===== src/rtl/pll_seq_pkg.sv =====
// Shared state encoding, output widths and sizing helper for the PLL reset sequencer.
package pll_seq_pkg;

  typedef enum logic [2:0] {
    PLL_RST   = 3'd0,
    WAIT_LOCK = 3'd1,
    STABLE    = 3'd2,
    RUN       = 3'd3,
    FAULT     = 3'd4
  } pll_state_e;

  localparam int unsigned LOSS_W    = 8;
  localparam int unsigned ATTEMPT_W = 2;

  function automatic int unsigned max3(input int unsigned a, input int unsigned b,
                                       input int unsigned c);
    int unsigned m;
    m = (a > b) ? a : b;
    return (m > c) ? m : c;
  endfunction

endpackage


===== src/rtl/sync_2ff.sv =====
// Generic two-flop synchronizer with asynchronous active-high reset to zero.
module sync_2ff #(
  parameter int unsigned WIDTH = 1
) (
  input  logic             clk_i,
  input  logic             reset_i,
  input  logic [WIDTH-1:0] d,
  output logic [WIDTH-1:0] q
);

  logic [WIDTH-1:0] meta;

  always_ff @(posedge clk_i or posedge reset_i) begin
    if (reset_i) begin
      meta <= '0;
      q    <= '0;
    end else begin
      meta <= d;
      q    <= meta;
    end
  end

endmodule


===== src/rtl/pll_reset_sequencer.sv =====
// PLL reset/lock sequencer: holds the PLL in reset, waits for lock with timeout and retry,
// and releases the system reset only after lock has been stable. Optional: PLL_LOSS_COUNT_EN.
module pll_reset_sequencer
  import pll_seq_pkg::*;
#(
  parameter int unsigned PLL_RESET_CYCLES = 4,
  parameter int unsigned LOCK_TIMEOUT     = 65536,
  parameter int unsigned STABLE_CYCLES    = 1024,
  parameter int unsigned MAX_RETRIES      = 3
) (
  input  logic                 clk_i,
  input  logic                 reset_i,
  input  logic                 pll_locked_i,
  input  logic                 restart_i,
  output logic                 pll_resetb_o,
  output logic                 sys_reset_o,
  output logic                 ready_o,
  output logic                 fault_o,
  output logic [ATTEMPT_W-1:0] attempt_o,
  output logic [LOSS_W-1:0]    loss_count_o
);

  localparam int unsigned CNT_MAX = max3(PLL_RESET_CYCLES, LOCK_TIMEOUT, STABLE_CYCLES);
  localparam int unsigned CNT_W   = (CNT_MAX > 1) ? $clog2(CNT_MAX) : 1;
  localparam int unsigned RETRY_W = $clog2(MAX_RETRIES + 1);

  pll_state_e           state_q, state_nxt;
  logic [CNT_W-1:0]     cnt_q, cnt_nxt;
  logic [RETRY_W-1:0]   retry_q, retry_nxt;
  logic                 lock_s;
  logic                 pll_resetb_nxt, sys_reset_nxt, ready_nxt, fault_nxt;
  logic [ATTEMPT_W-1:0] attempt_nxt;

  sync_2ff #(.WIDTH(1)) u_lock_sync (
    .clk_i  (clk_i),
    .reset_i(reset_i),
    .d      (pll_locked_i),
    .q      (lock_s)
  );

  // State, counter and output registers; outputs are the decode of the next state.
  always_ff @(posedge clk_i or posedge reset_i) begin
    if (reset_i) begin
      state_q      <= PLL_RST;
      cnt_q        <= '0;
      retry_q      <= '0;
      pll_resetb_o <= 1'b0;
      sys_reset_o  <= 1'b1;
      ready_o      <= 1'b0;
      fault_o      <= 1'b0;
      attempt_o    <= '0;
    end else begin
      state_q      <= state_nxt;
      cnt_q        <= cnt_nxt;
      retry_q      <= retry_nxt;
      pll_resetb_o <= pll_resetb_nxt;
      sys_reset_o  <= sys_reset_nxt;
      ready_o      <= ready_nxt;
      fault_o      <= fault_nxt;
      attempt_o    <= attempt_nxt;
    end
  end

  // Next-state logic; restart_i overrides every other transition.
  always_comb begin
    state_nxt = state_q;
    cnt_nxt   = cnt_q + CNT_W'(1);
    retry_nxt = retry_q;

    if (restart_i) begin
      state_nxt = PLL_RST;
      retry_nxt = '0;
    end else begin
      case (state_q)
        PLL_RST: begin
          if (cnt_q == CNT_W'(PLL_RESET_CYCLES - 1)) state_nxt = WAIT_LOCK;
        end
        WAIT_LOCK: begin
          if (lock_s) begin
            state_nxt = STABLE;
          end else if (cnt_q == CNT_W'(LOCK_TIMEOUT - 1)) begin
            if (retry_q == RETRY_W'(MAX_RETRIES - 1)) begin
              state_nxt = FAULT;
            end else begin
              retry_nxt = retry_q + RETRY_W'(1);
              state_nxt = PLL_RST;
            end
          end
        end
        STABLE: begin
          if (!lock_s) state_nxt = WAIT_LOCK;
          else if (cnt_q == CNT_W'(STABLE_CYCLES - 1)) state_nxt = RUN;
        end
        RUN: begin
          if (!lock_s) begin
            state_nxt = PLL_RST;
            retry_nxt = '0;
          end
        end
        FAULT:   state_nxt = FAULT;
        default: state_nxt = PLL_RST;
      endcase
    end

    // The single counter restarts on any state change and idles in RUN/FAULT.
    if (restart_i || (state_nxt != state_q) || (state_q == RUN) || (state_q == FAULT)) begin
      cnt_nxt = '0;
    end

    pll_resetb_nxt = (state_nxt != PLL_RST) && (state_nxt != FAULT);
    sys_reset_nxt  = (state_nxt != RUN);
    ready_nxt      = (state_nxt == RUN);
    fault_nxt      = (state_nxt == FAULT);
    attempt_nxt    = (32'(retry_nxt) > 32'd3) ? ATTEMPT_W'(3) : ATTEMPT_W'(retry_nxt);
  end

`ifdef PLL_LOSS_COUNT_EN
  logic              loss_evt_c;
  logic [LOSS_W-1:0] loss_q;

  assign loss_evt_c = (state_q == RUN) && !lock_s && !restart_i;

  // Saturating lock-loss counter; only reset_i clears it.
  always_ff @(posedge clk_i or posedge reset_i) begin
    if (reset_i) begin
      loss_q <= '0;
    end else if (loss_evt_c && (loss_q != '1)) begin
      loss_q <= loss_q + LOSS_W'(1);
    end
  end

  assign loss_count_o = loss_q;
`else
  assign loss_count_o = '0;
`endif

endmodule


===== config.mk =====
export PLATFORM = sky130hd
export DESIGN_NAME = pll_reset_sequencer
export DESIGN_NICKNAME = d
export VERILOG_FILES = /design/src/rtl/pll_seq_pkg.sv /design/src/rtl/sync_2ff.sv /design/src/rtl/pll_reset_sequencer.sv
export SDC_FILE = /design/constraint.sdc
export NUM_CORES = 1
export LEC_CHECK = 0
export BUFFER_PORTS_ARGS = -buffer_cell sky130_fd_sc_hd__buf_2
export CORE_MARGIN = 2
export CORE_UTILIZATION = 52
export CTS_CLUSTER_DIAMETER = 120
export CTS_CLUSTER_SIZE = 12
export DETAILED_ROUTE_END_ITERATION = 12
export MAX_ROUTING_LAYER = met4
export PLACE_DENSITY = 0.75
export SLEW_MARGIN = 20
export SYNTH_ARGS = -nofsm -noshare
export SYNTH_HDL_FRONTEND = slang
export SYNTH_SLANG_ARGS = --single-unit

===== constraint.sdc =====
create_clock -name clk_i -period 2.04 [get_ports clk_i]
set_clock_uncertainty 0.1 [all_clocks]
set_input_delay 0.408 -clock clk_i [delete_from_list [all_inputs] [get_ports clk_i]]
set_output_delay 0.408 -clock clk_i [all_outputs]
set_load 0.02 [all_outputs]

==> metrics.md <==
| Metric | Value |
|---|---|
| Status | `complete, no violations` |
| Placed insts | `222` |
| Routed Antenna Nets | `0` |
| Top flop regs | `cnt_q x16, state_q x3, retry_q x2` |
| Register area share after synthesis | `0.422` |
| CTS Hold Bufs | `0` |
| Gp weighted congestion | `0.848` |
| # setup viols final | `0` |
| Max-slew violation count | `0` |
| Cell Rows | `20` |
| Simple-Gate Fraction of Synth Area | `0.283` |
| Nets | `202` |
| Placed wire-length estimate | `2.51 mm` |
| Layout area overhead | `13.5%` |
| Post-route insts no fill | `228` |
| Reg2Reg Setup Slack | `40 ps` |
| Clock sinks | `27` |
| CP Max Fanout | `10` |
| Mean area per synthesized cell | `9.33 sq um` |
| XOR/XNOR Fraction of Synth Area | `0.0764` |
| Final Core Density | `0.607` |
| Starting DRT DRC Count | `54` |
| Asr flop ratio synth | `1.00` |
| Fill cells | `258` |
| Tcrit/Tclk final | `0.980` |
| WS Path Type | `reg -> reg` |
| Reg with most FFs | `cnt_q` |
| CTS Buf Count | `3` |
| Complex-gate fraction of the synthesized area | `0.0881` |
| Buffers on Ports | `9` |
| Worst vdd ir | `0.000342 V` |
| Die ar. | `0.00355 sq mm` |
| Post-synthesis cell type count | `40` |
| Starting Density | `0.535` |
| CP Capture Type | `flip-flop` |
| CP Data Arrival Time | `2140 ps` |
| Antenna violations before repair | `0` |
| Die W | `59.6 um` |
| Seq cells post-synth | `27` |
| Least-Margin Pin Slew | `482 ps` |
| Max-cap violations | `0` |
| Min-Delay Path Class | `in -> async` |
| EDFF count, synth | `0` |
| Unrepaired setup endpoints after global routing | `true` |
| CTS tree | `yes` |
| Minimum clock period | `2000 ps` |
| Synth warn | `0` |
| Critical R2R Capture | `cnt_q[9]` |
| First-pass DRT Iterations | `4` |
| Cells after synthesis | `172` |
| Adder-Cell Fraction of Synth Area | `0.0156` |
| Leakage | `0.821 nW` |
| Layout cell share with drive strength beyond 1 | `0.246` |
| Diode count | `0` |
| CTS max path bufs | `2` |
| Wire per inst | `15.3 um` |
| Pwr dens | `561 mW/mm^2` |
| Final Hold Viols | `0` |
| Startpoint Class | `flip-flop` |
| Via count | `1326` |
| Clock-pin slew on the worst setup and hold paths | `140 ps` |
| Slew HR | `0.674` |
| Worst Reg2Reg Path Length in Cells | `6` |
| Post-synth top area share | `0.405` |
| Peak Freq | `0.500 GHz` |
| Mapped Area | `0.00161 sq mm` |
| Root buf cell | `clkbuf_4` |
| Largest area contributor in the netlist | `dfrtp_1` |
| Total global routing overflow | `0` |
| Gr usage total | `0.214` |
| Clk_lat worst skew | `320 ps` |
| Top_reg_cell synth | `dfrtp_1` |
| First-pass GRT wire length | `5.66 mm` |
| Die height | `59.6 um` |
| H-tree levels | `1` |
| Main combinational cell family by area after synthesis | `simple AND/OR/NAND/NOR gates` |
| I/O pin count | `18` |
| DRC viols | `0` |
| Max reg flops | `16` |
| Critical Path RT | `2180 ps` |
| DRT Wirelength | `3.48 mm` |
| Vias in the first global route | `1246` |
| Worst r2r src | `cnt_q[4]` |
| Core box area | `0.00300 sq mm` |
| Largest cells by area after synthesis | `dfrtp_1 41%, xor2_1 4.9%, nor2_1 4.4%, nand3_1 4.4%, mux2i_1 3.7%` |
| Vias per cell | `5.82` |
| Design Power | `1.02 mW` |
| Pin count of the biggest net entering global routing | `28` |
| Mux cell area share after synthesis | `0.0374` |
-- critical path, stage by stage, from the launching register on --
cell and delay [ps]:
dfrtp_1 480, nor4_2 360, and4_1 240, o211a_1 220
o31ai_4 110, inv_4 160, mux2i_2 250
-- cells in the final DEF, fill, tap and decap left out, types with 2 or more instances in the layout --
cell type  instances
a21oi_1            4
a31oi_1            2
or4_1              2
nand3_1           14
nand4_1            7
nor4_1             5
clkbuf_4           3
nor3_1             6
nor2_1            18
inv_1              7
buf_2              9
nor2b_1            2
o21ai_0            6
nand2_1           11
nand4_2            2
xor2_1             9
conb_1             8
mux2i_1            5
buf_4             17
dfrtp_2            3
dfrtp_1           23
o31ai_1            2
xnor2_1            5
and4_1             2
-- stage by stage --
stage / setup WS [ps] / area [sq um] / setup TNS [ps] / hold slack [ps]
4_1_cts: 6.38 / 1790 / 0 / 27.6
6_report: 40.3 / 1820 / 0 / 16.4
5_1_grt: -25.1 / 1820 / -52.8 / 46.0
3_5_place_dp: -25.1 / 1750 / -53.4 / 246
3_3_place_gp: 2.12 / 1750 / 0 / 237
2_1_floorplan: 45.4 / 1630 / 0 / 231
-- repair_timing --
action,in CTS,in global routing
setup endpoints to repair,6,13
buffers inserted,0,2
resized for setup,3,8
pin swaps,0,2
hold endpoints to repair,0,0
-- layer usage --
layer  track usage  vias to the layer above  wire length (um)
met5             -                        -                 0
met4        0.0730                        0                41
met3        0.0306                        4               135
met2         0.345                       36              1770
met1         0.274                      645              1540
li1              -                      641                 -
-- cells by family after synthesis --
| kind of cell | Yosys count |
|---|---|
| flip-flops | 27 |
| other | 1 |
| AO/OA/AOI/OAI | 19 |
| AND/OR/NAND/NOR | 80 |
| multiplexers | 6 |
| buffers and inverters | 23 |
| XOR/XNOR | 14 |
| adder cells (fa/ha/maj) | 2 |
-- synthesized netlist by cell type (2+ instances only) --
library cell,instances
a21oi_1,4
a31oi_1,2
and4_1,2
buf_2,2
buf_4,8
clkbuf_1,4
dfrtp_1,26
ha_1,2
inv_1,8
mux2i_1,6
nand2_1,11
nand3_1,14
nand4_1,7
nand4_2,2
nor2_1,19
nor2b_1,2
nor3_1,6
nor4_1,6
o21ai_0,6
o31ai_1,2
or4_1,2
xnor2_1,5
xor2_1,9
-- layout make-up --
cell class	instances	area [sq um]	area share
Sequential cell	27	681	0.374
Inverter	9	36.3	0.0199
Clock buffer	4	26.3	0.0144
Tap cell	33	41.3	0.0227
Timing Repair Buffer	26	173	0.0948
Multi-Input combinational cell	129	865	0.475
-- report_power, final --
part / total, mW / switching, mW / internal, mW
Clock: 0.230 / 0.154 / 0.0765
Sequential: 0.576 / 0.0194 / 0.556
Combinational: 0.216 / 0.129 / 0.0876
-- worst max-delay path by stage --
stage	start	end	slack, ps	cells after the start
6_report	cnt_q[4]	cnt_q[9]	40	6
5_1_grt	cnt_q[3]	cnt_q[15]	-30	6
4_1_cts	cnt_q[0]	pll_resetb_o	6	7
3_5_place_dp	state_q[2]	cnt_q[9]	-30	6
3_3_place_gp	state_q[2]	cnt_q[9]	2	6
2_1_floorplan	cnt_q[0]	pll_resetb_o	50	7
Note: power is estimated with default switching activity, not from simulation.
